--- src/rtl/ureg_pkg.sv ---
// Shared types for the universal register: operation select codes.
package ureg_pkg;

  localparam int unsigned MODE_W = 3;

  typedef enum logic [MODE_W-1:0] {
    MODE_HOLD = 3'b000,
    MODE_LOAD = 3'b001,
    MODE_SHL  = 3'b010,
    MODE_SHR  = 3'b011,
    MODE_ROL  = 3'b100,
    MODE_ROR  = 3'b101,
    MODE_INC  = 3'b110,
    MODE_CLR  = 3'b111
  } mode_t;

endpackage

--- src/rtl/ureg_next.sv ---
// Combinational next-state for the universal register: {carry', q'} from mode and current state.
module ureg_next
  import ureg_pkg::*;
#(
  parameter int unsigned WIDTH     = 8,
  parameter bit          ARITH_SHR = 1'b0
) (
  input  mode_t              i_mode,
  input  logic [WIDTH-1:0]   i_q,
  input  logic [WIDTH-1:0]   i_d,
  input  logic               i_sin,
  input  logic               i_carry,
  output logic [WIDTH-1:0]   o_q_nxt,
  output logic               o_c_nxt
);

  logic w_fill;

  assign w_fill = ARITH_SHR ? i_q[WIDTH-1] : i_sin;

  always_comb begin
    o_q_nxt = i_q;
    o_c_nxt = i_carry;
    case (i_mode)
      MODE_HOLD: begin
        o_q_nxt = i_q;
        o_c_nxt = i_carry;
      end
      MODE_LOAD: begin
        o_q_nxt = i_d;
        o_c_nxt = 1'b0;
      end
      MODE_SHL: begin
        o_q_nxt = {i_q[WIDTH-2:0], i_sin};
        o_c_nxt = i_q[WIDTH-1];
      end
      MODE_SHR: begin
        o_q_nxt = {w_fill, i_q[WIDTH-1:1]};
        o_c_nxt = i_q[0];
      end
      MODE_ROL: begin
        o_q_nxt = {i_q[WIDTH-2:0], i_q[WIDTH-1]};
        o_c_nxt = i_q[WIDTH-1];
      end
      MODE_ROR: begin
        o_q_nxt = {i_q[0], i_q[WIDTH-1:1]};
        o_c_nxt = i_q[0];
      end
      // Carry-out of the increment lands only in the flag; q wraps.
      MODE_INC: {o_c_nxt, o_q_nxt} = {1'b0, i_q} + (WIDTH+1)'(1);
      MODE_CLR: begin
        o_q_nxt = '0;
        o_c_nxt = 1'b0;
      end
      default: begin
        o_q_nxt = i_q;
        o_c_nxt = i_carry;
      end
    endcase
  end

endmodule

--- src/rtl/universal_register.sv ---
// N-bit register with hold/load/shift/rotate/increment/clear, registered carry and serial chaining outputs.
module universal_register
  import ureg_pkg::*;
#(
  parameter int unsigned      WIDTH       = 8,
  parameter logic [WIDTH-1:0] RESET_VALUE = '0,
  parameter bit               ARITH_SHR   = 1'b0
) (
  input  logic             clk,
  input  logic             rst,
  input  logic             en,
  input  logic [2:0]       mode,
  input  logic [WIDTH-1:0] d,
  input  logic             sin,
  output logic [WIDTH-1:0] q,
  output logic             carry,
  output logic             zero,
  output logic             sout_msb,
  output logic             sout_lsb
);

  logic [WIDTH-1:0] r_q;
  logic             r_carry;
  logic [WIDTH-1:0] w_q_nxt;
  logic             w_c_nxt;

  ureg_next #(
    .WIDTH     (WIDTH),
    .ARITH_SHR (ARITH_SHR)
  ) u_next (
    .i_mode  (mode_t'(mode)),
    .i_q     (r_q),
    .i_d     (d),
    .i_sin   (sin),
    .i_carry (r_carry),
    .o_q_nxt (w_q_nxt),
    .o_c_nxt (w_c_nxt)
  );

  // rst is active-low despite its name.
  always_ff @(posedge clk or negedge rst) begin
    if (!rst) begin
      r_q     <= RESET_VALUE;
      r_carry <= 1'b0;
    end else if (en) begin
      r_q     <= w_q_nxt;
      r_carry <= w_c_nxt;
    end
  end

  assign q        = r_q;
  assign carry    = r_carry;
  assign zero     = (r_q == '0);
  assign sout_msb = r_q[WIDTH-1];
  assign sout_lsb = r_q[0];

endmodule
--- config.mk ---
export PLATFORM = sky130hd
export DESIGN_NAME = universal_register
export DESIGN_NICKNAME = d
export VERILOG_FILES = /design/src/rtl/ureg_pkg.sv /design/src/rtl/ureg_next.sv /design/src/rtl/universal_register.sv
export SDC_FILE = /design/constraint.sdc
export NUM_CORES = 1
export LEC_CHECK = 0
export CAP_MARGIN = 0
export CORE_UTILIZATION = 42
export DETAILED_ROUTE_END_ITERATION = 8
export GPL_TIMING_DRIVEN = 0
export PLACE_DENSITY = 0.75
export SYNTH_ARGS = -nofsm -noshare
export SYNTH_HDL_FRONTEND = slang
export SYNTH_HIERARCHICAL = 1
export SYNTH_SLANG_ARGS = --single-unit
export TNS_END_PERCENT = 100
--- constraint.sdc ---
create_clock -name clk -period 1.7 [get_ports clk]
set_input_delay 0.34 -clock clk [delete_from_list [all_inputs] [get_ports clk]]
set_output_delay 0.34 -clock clk [all_outputs]
set_load 0.005 [all_outputs]
**After elaboration in Yosys (flattened, before gate mapping)**

Index checks and enable logic that the tools add are counted.

- $add $sub $neg: 1
- Equality and inequality tests: 7
- Muxes and demuxes: 2
- Bitwise gates (word level): 1
- Reduce and logical (&&, ||, !) cells: 6

Operators by type and width:

| operator | number |
|---|---|
| one-hot mux 8 bit (7 select lines) | 1 |
| == test 3 bit, second input constant | 4 |
| adder 8 x 1 -> 9 bit, second input constant | 1 |
| logical NOT 8 bit | 1 |
| == test 3 x 2 -> 1 bit, second input constant | 2 |
| OR reduction 2 bit | 3 |
| one-hot mux 1 bit (4 select lines) | 1 |
| == test 3 x 1 -> 1 bit, second input constant | 1 |
| logical NOT 3 bit | 1 |
| AND reduction 2 bit | 1 |
| inverter 1 bit | 1 |

- Register bits after elaboration: 9
- Bits of input ports: 15
- Output and inout bits: 12
- Logic and storage cells: 19

**Logic depth before layout (Yosys ltp)**

- Depth in word-level cells: 3
- Mapped depth: 7
- Gate-level depth less buffers: 6

**By module**

The synthesis kept the hierarchy.

By module, submodules not included:

| module | instances | cells each | area each (µm²) | seq. area each (µm²) |
|---|---|---|---|---|
| ureg_next | 1 | 84 | 584.3 | 0.0 |
| universal_register | 1 | 24 | 365.4 | 225.2 |

**Worst setup path before layout**

No wires, ideal clock.

- Path kind: input -> register
- From: input mode[1]
- To: register r_q[3] (netlist: q[3])
- Library setup time: 0.125 ns
- Arrival time: 1.629 ns
- Data required time: 1.575 ns
- Slack: -0.054 ns
- Cell stages on the path: 6
- Buffers on the path: 1
- Cells stage by stage: buf_2 -> or3b_4 -> o221ai_2 -> a21oi_1 -> o2bb2a_2 -> mux2_2

- Elaborated cells between the ends (all ways): 11
- Those cells by class: eq/ne (7); mux (1); bitwise (1); reduce/logical (2)

RTL lines:

| what | RTL line | RTL |
|---|---|---|
| from (decl) | universal_register.sv:12 | `input logic [2:0] mode,` |
| == test 3 bit, or another cell as far along | ureg_next.sv:24 | `case (i_mode)` |
| one-hot mux 8 bit (7 select lines) * | ureg_next.sv:24 |  |
| named net w_q_nxt[3] | universal_register.sv:24 | `logic [WIDTH-1:0] w_q_nxt;` |
| to (signal assigned) | universal_register.sv:46 | `r_q <= w_q_nxt;` |
| to (decl) | universal_register.sv:22 | `logic [WIDTH-1:0] r_q;` |

Mark *: on every way through the listed nets, which the timed path passes. The rest lies on a longest branch.
A chain may end at the register's enable or synchronous reset.

**Final worst setup path**

- From: register r_q[0] (netlist: q[0])
- To: output zero

- Longest elaborated chain between the ends: 1

RTL lines:

| what | RTL line | RTL |
|---|---|---|
| logical NOT 8 bit | universal_register.sv:53 | `assign zero = (r_q == '0);` |
| to (decl) | universal_register.sv:17 | `output logic zero,` |

Every way passes these cells.

==> impl_metrics.json <==
{
  "routed_via_density": 6.06,
  "setup.worst_path.class": "reg -> out",
  "ioPinCount": 27,
  "worst_hold_path_type": "in -> async",
  "maxSlewViolCount": 0,
  "commonest_non_fill_non_tap_cell_in_the_layout": "clkdlybuf4s50_1",
  "first_global_vias": 995,
  "clk_transition_reported_paths_ns": 0.06,
  "cts_tree": "yes",
  "grt-ovfl-total": 0,
  "synth-async-reset-ratio": 1.00,
  "yosys.area_share.adder": 0.0132,
  "antenna_violations_before_repair": 0,
  "max_freq_mhz": 573,
  "drtIter0Drc": 14,
  "floorplan.die_area_um2": 2460,
  "yosys.area.top_type": "dfrtp_1",
  "cp_slowest_stage_delay_ns": 0.50,
  "rrSetupSlack_ns": 0.01,
  "postSynthCellCount": 108,
  "cts_sink_cnt": 9,
  "finalWorstSetupSlack_ns": -0.0452,
  "post_synthesis_simple_gate_area_fraction": 0.198,
  "arrival_ns": 1.41,
  "synth_area_um2": 950,
  "postLayoutCoreUtil": 0.719,
  "cts.hold.buffers_added": 0,
  "number_of_hold_violations_in_the_final_report": 0,
  "finalCritPeriodShare": 1.03,
  "total_buffers_and_inverters_traversed_by_the_critical_path": 1,
  "syn_to_final_growth_pct": 54.5,
  "cts_buffers": 3,
  "routability_congestion": 0.848,
  "worst_path_max_delay_cell": "or4_1",
  "status": "finished with violations",
  "worst_r2r_startpoint": "q[1]",
  "clock_root_buffer": "clkbuf_4",
  "max-clock-path-buffers": 2,
  "synth.top_cell.area_share": 0.237,
  "die_height_um": 49.6,
  "yosys-top-cells-area": "dfrtp_1 24%, mux2_2 17%, a21oi_1 4.7%, o221ai_1 3.7%, mux2i_1 3.2%",
  "fin_skew_ns": 0.00300,
  "die_w_um": 49.6,
  "grt_start_max_net_pins": 12,
  "pwr_density_cell_nw_per_um2": 940,
  "xor_and_xnor_fraction_of_the_mapped_netlist_area": 0,
  "max-slew-margin-rel": 0.694,
  "post_detailed_route_wirelength_per_cell_um": 15.9,
  "sequential_to_total_area_share_from_yosys_stat": 0.237,
  "finalPower_mw": 1.38,
  "detail_route.first_pass.iterations": 6,
  "yosys_register_bits": 9,
  "post_route_cells_drive_above_1_share": 0.419,
  "cp-start-kind": "flop",
  "rsz_0062_raised_after_global_routing": "true",
  "violated_checks": "setup timing",
  "synth_top_family_by_area": "compound AO/OA/AOI/OAI gates",
  "synth_cell_types": 42,
  "multiplexer_share_of_the_synthesized_area": 0.198,
  "stdcell_area_um2": 1470,
  "placement.io_buffers": 23,
  "syn_area_per_cell_um2": 8.79,
  "nets": 165,
  "critPathMaxFanout": 2,
  "transition_time_at_the_pin_with_the_least_slew_margin_ns": 0.455,
  "synth-main-ff-cell": "dfrtp_1",
  "rows": 16,
  "power.static_leakage_nw": 0.605,
  "dp_hpwl_um": 1760,
  "synth_fp_nets": 124,
  "vias": 1061,
  "timing.rr.end": "q[0]",
  "placeableCoreArea_um2": 2040,
  "layout_common_cells": "19 x clkdlybuf4s50_1, 13 x buf_4, 10 x mux2_2",
  "yosys_warnings": 6,
  "worst-r2r-cell-count": 7,
  "min_period_ns": 1.75,
  "antenna_diodes": 0,
  "final-setup-viol-count": 1,
  "filler_cell_count": 167,
  "start_util": 0.465,
  "critPathCaptureType": "output pin",
  "fin_setup_tns_ns": -0.0452,
  "grt_first_pass_wirelength_um": 4390,
  "gr_usage_total": 0.228,
  "wirelength_um": 2790,
  "cts-htree-levels": 1,
  "cpLargestDelayFamily": "simple AND/OR/NAND/NOR gates",
  "worstPathRequired_ns": 1.36,
  "worstPathCellList": "or4_1, nor2_1, buf_2",
  "place_area_um2": 1230,
  "vdd.ir_drop.worst_mv": 0.748,
  "number_of_flops_mapped_to_enable_cells_by_yosys": 0,
  "insertion_delay_ns": 0.26,
  "synth_area_in_compound_gates": 0.281,
  "final_antenna_net_count": 0,
  "max_cap_viols": 0,
  "residual_drc_count": 0
}
==> metrics by stage <==
stage / hold slack (ns) / setup WS, ns / cells
finish: 0.367 / -0.0452 / 175
global route: 0.373 / -0.136 / 175
CTS: 0.371 / -0.0555 / 170
detailed placement: 0.537 / -0.578 / 158
global placement: 0.520 / -0.617 / 158
floorplan: 0.0444 / -0.0363 / 108
==> Yosys cell counts (all sizes together) (2+ instances only) <==
cell type	number
o21ai	2
o221ai	5
dfrtp	9
a31oi	3
nand2	5
o31ai	2
a21o	2
buf	8
a21oi	9
or4	2
nor3	3
nor2	6
o21a	4
clkbuf	2
inv	2
mux2i	3
and3	3
nand3	5
mux2	14
==> final cells by class <==
cell class / count / area, um2 / share of cell area
plain buffers: 10 / 78.8 / 0.0537
clock buffers: 4 / 26.3 / 0.0179
inverters: 2 / 7.51 / 0.00512
multi-input cells: 87 / 758 / 0.517
flip-flops and latches: 9 / 233 / 0.159
well taps: 27 / 33.8 / 0.0230
repair buffers: 36 / 330 / 0.225
==> sequential cells by signal, indices dropped and copies added, names as in the netlist <==
name   cells
q          8
carry      1
==> cells by family (layout without fill, tap and decap cells) <==
kind of cell / after synthesis / after routing
compound gates: 36 / 36
buf+inv: 12 / 52
fa+ha+maj: 1 / 1
simple gates: 33 / 33
flops: 9 / 9
mux: 17 / 17
==> layer usage <==
layer | vias up | routed length [um] | share of wire | global-route usage
met5 | - | 0 | 0 | 0
met3 | 8 | 82 | 0.029 | 0.0216
met1 | 521 | 1270 | 0.45 | 0.285
met2 | 32 | 1390 | 0.50 | 0.396
met4 | 0 | 56 | 0.020 | 0.0905
li1 | 500 | - | - | -
==> worst register-to-register path, stage by stage, from the launching register on <==
cell     delay, ns
dfrtp_2       0.42
buf_6         0.14
buf_4         0.14
buf_4         0.13
nand3_1       0.08
a21oi_1       0.06
o32a_1        0.34
mux2_4        0.26
==> where the power goes <==
| part | switching [mW] | leakage (nW) | internal, mW |
|---|---|---|---|
| combinational | 0.375 | 0.485 | 0.509 |
| clock | 0.0690 | 0.0150 | 0.0901 |
| sequential | 0.0582 | 0.105 | 0.278 |
==> what timing repair did <==
item,4_1_cts,5_1_grt
cloned,0,0
pin swaps,5,6
setup endpoints to repair,13,9
endpoints found under the hold margin,0,0
buffers inserted,8,5
gates resized for setup,22,17
==> how the worst max path moves through the flow <==
stage                       start  endpoint  cells after the start
final                        q[0]      zero                      3
after global routing         q[7]      zero                      3
after global placement    mode[2]      q[1]                      5
after detailed placement  mode[2]      q[1]                      5
after floorplan           mode[1]      q[3]                      6
after CTS                    q[0]      zero                      3
(Power assumes the default switching activity.)
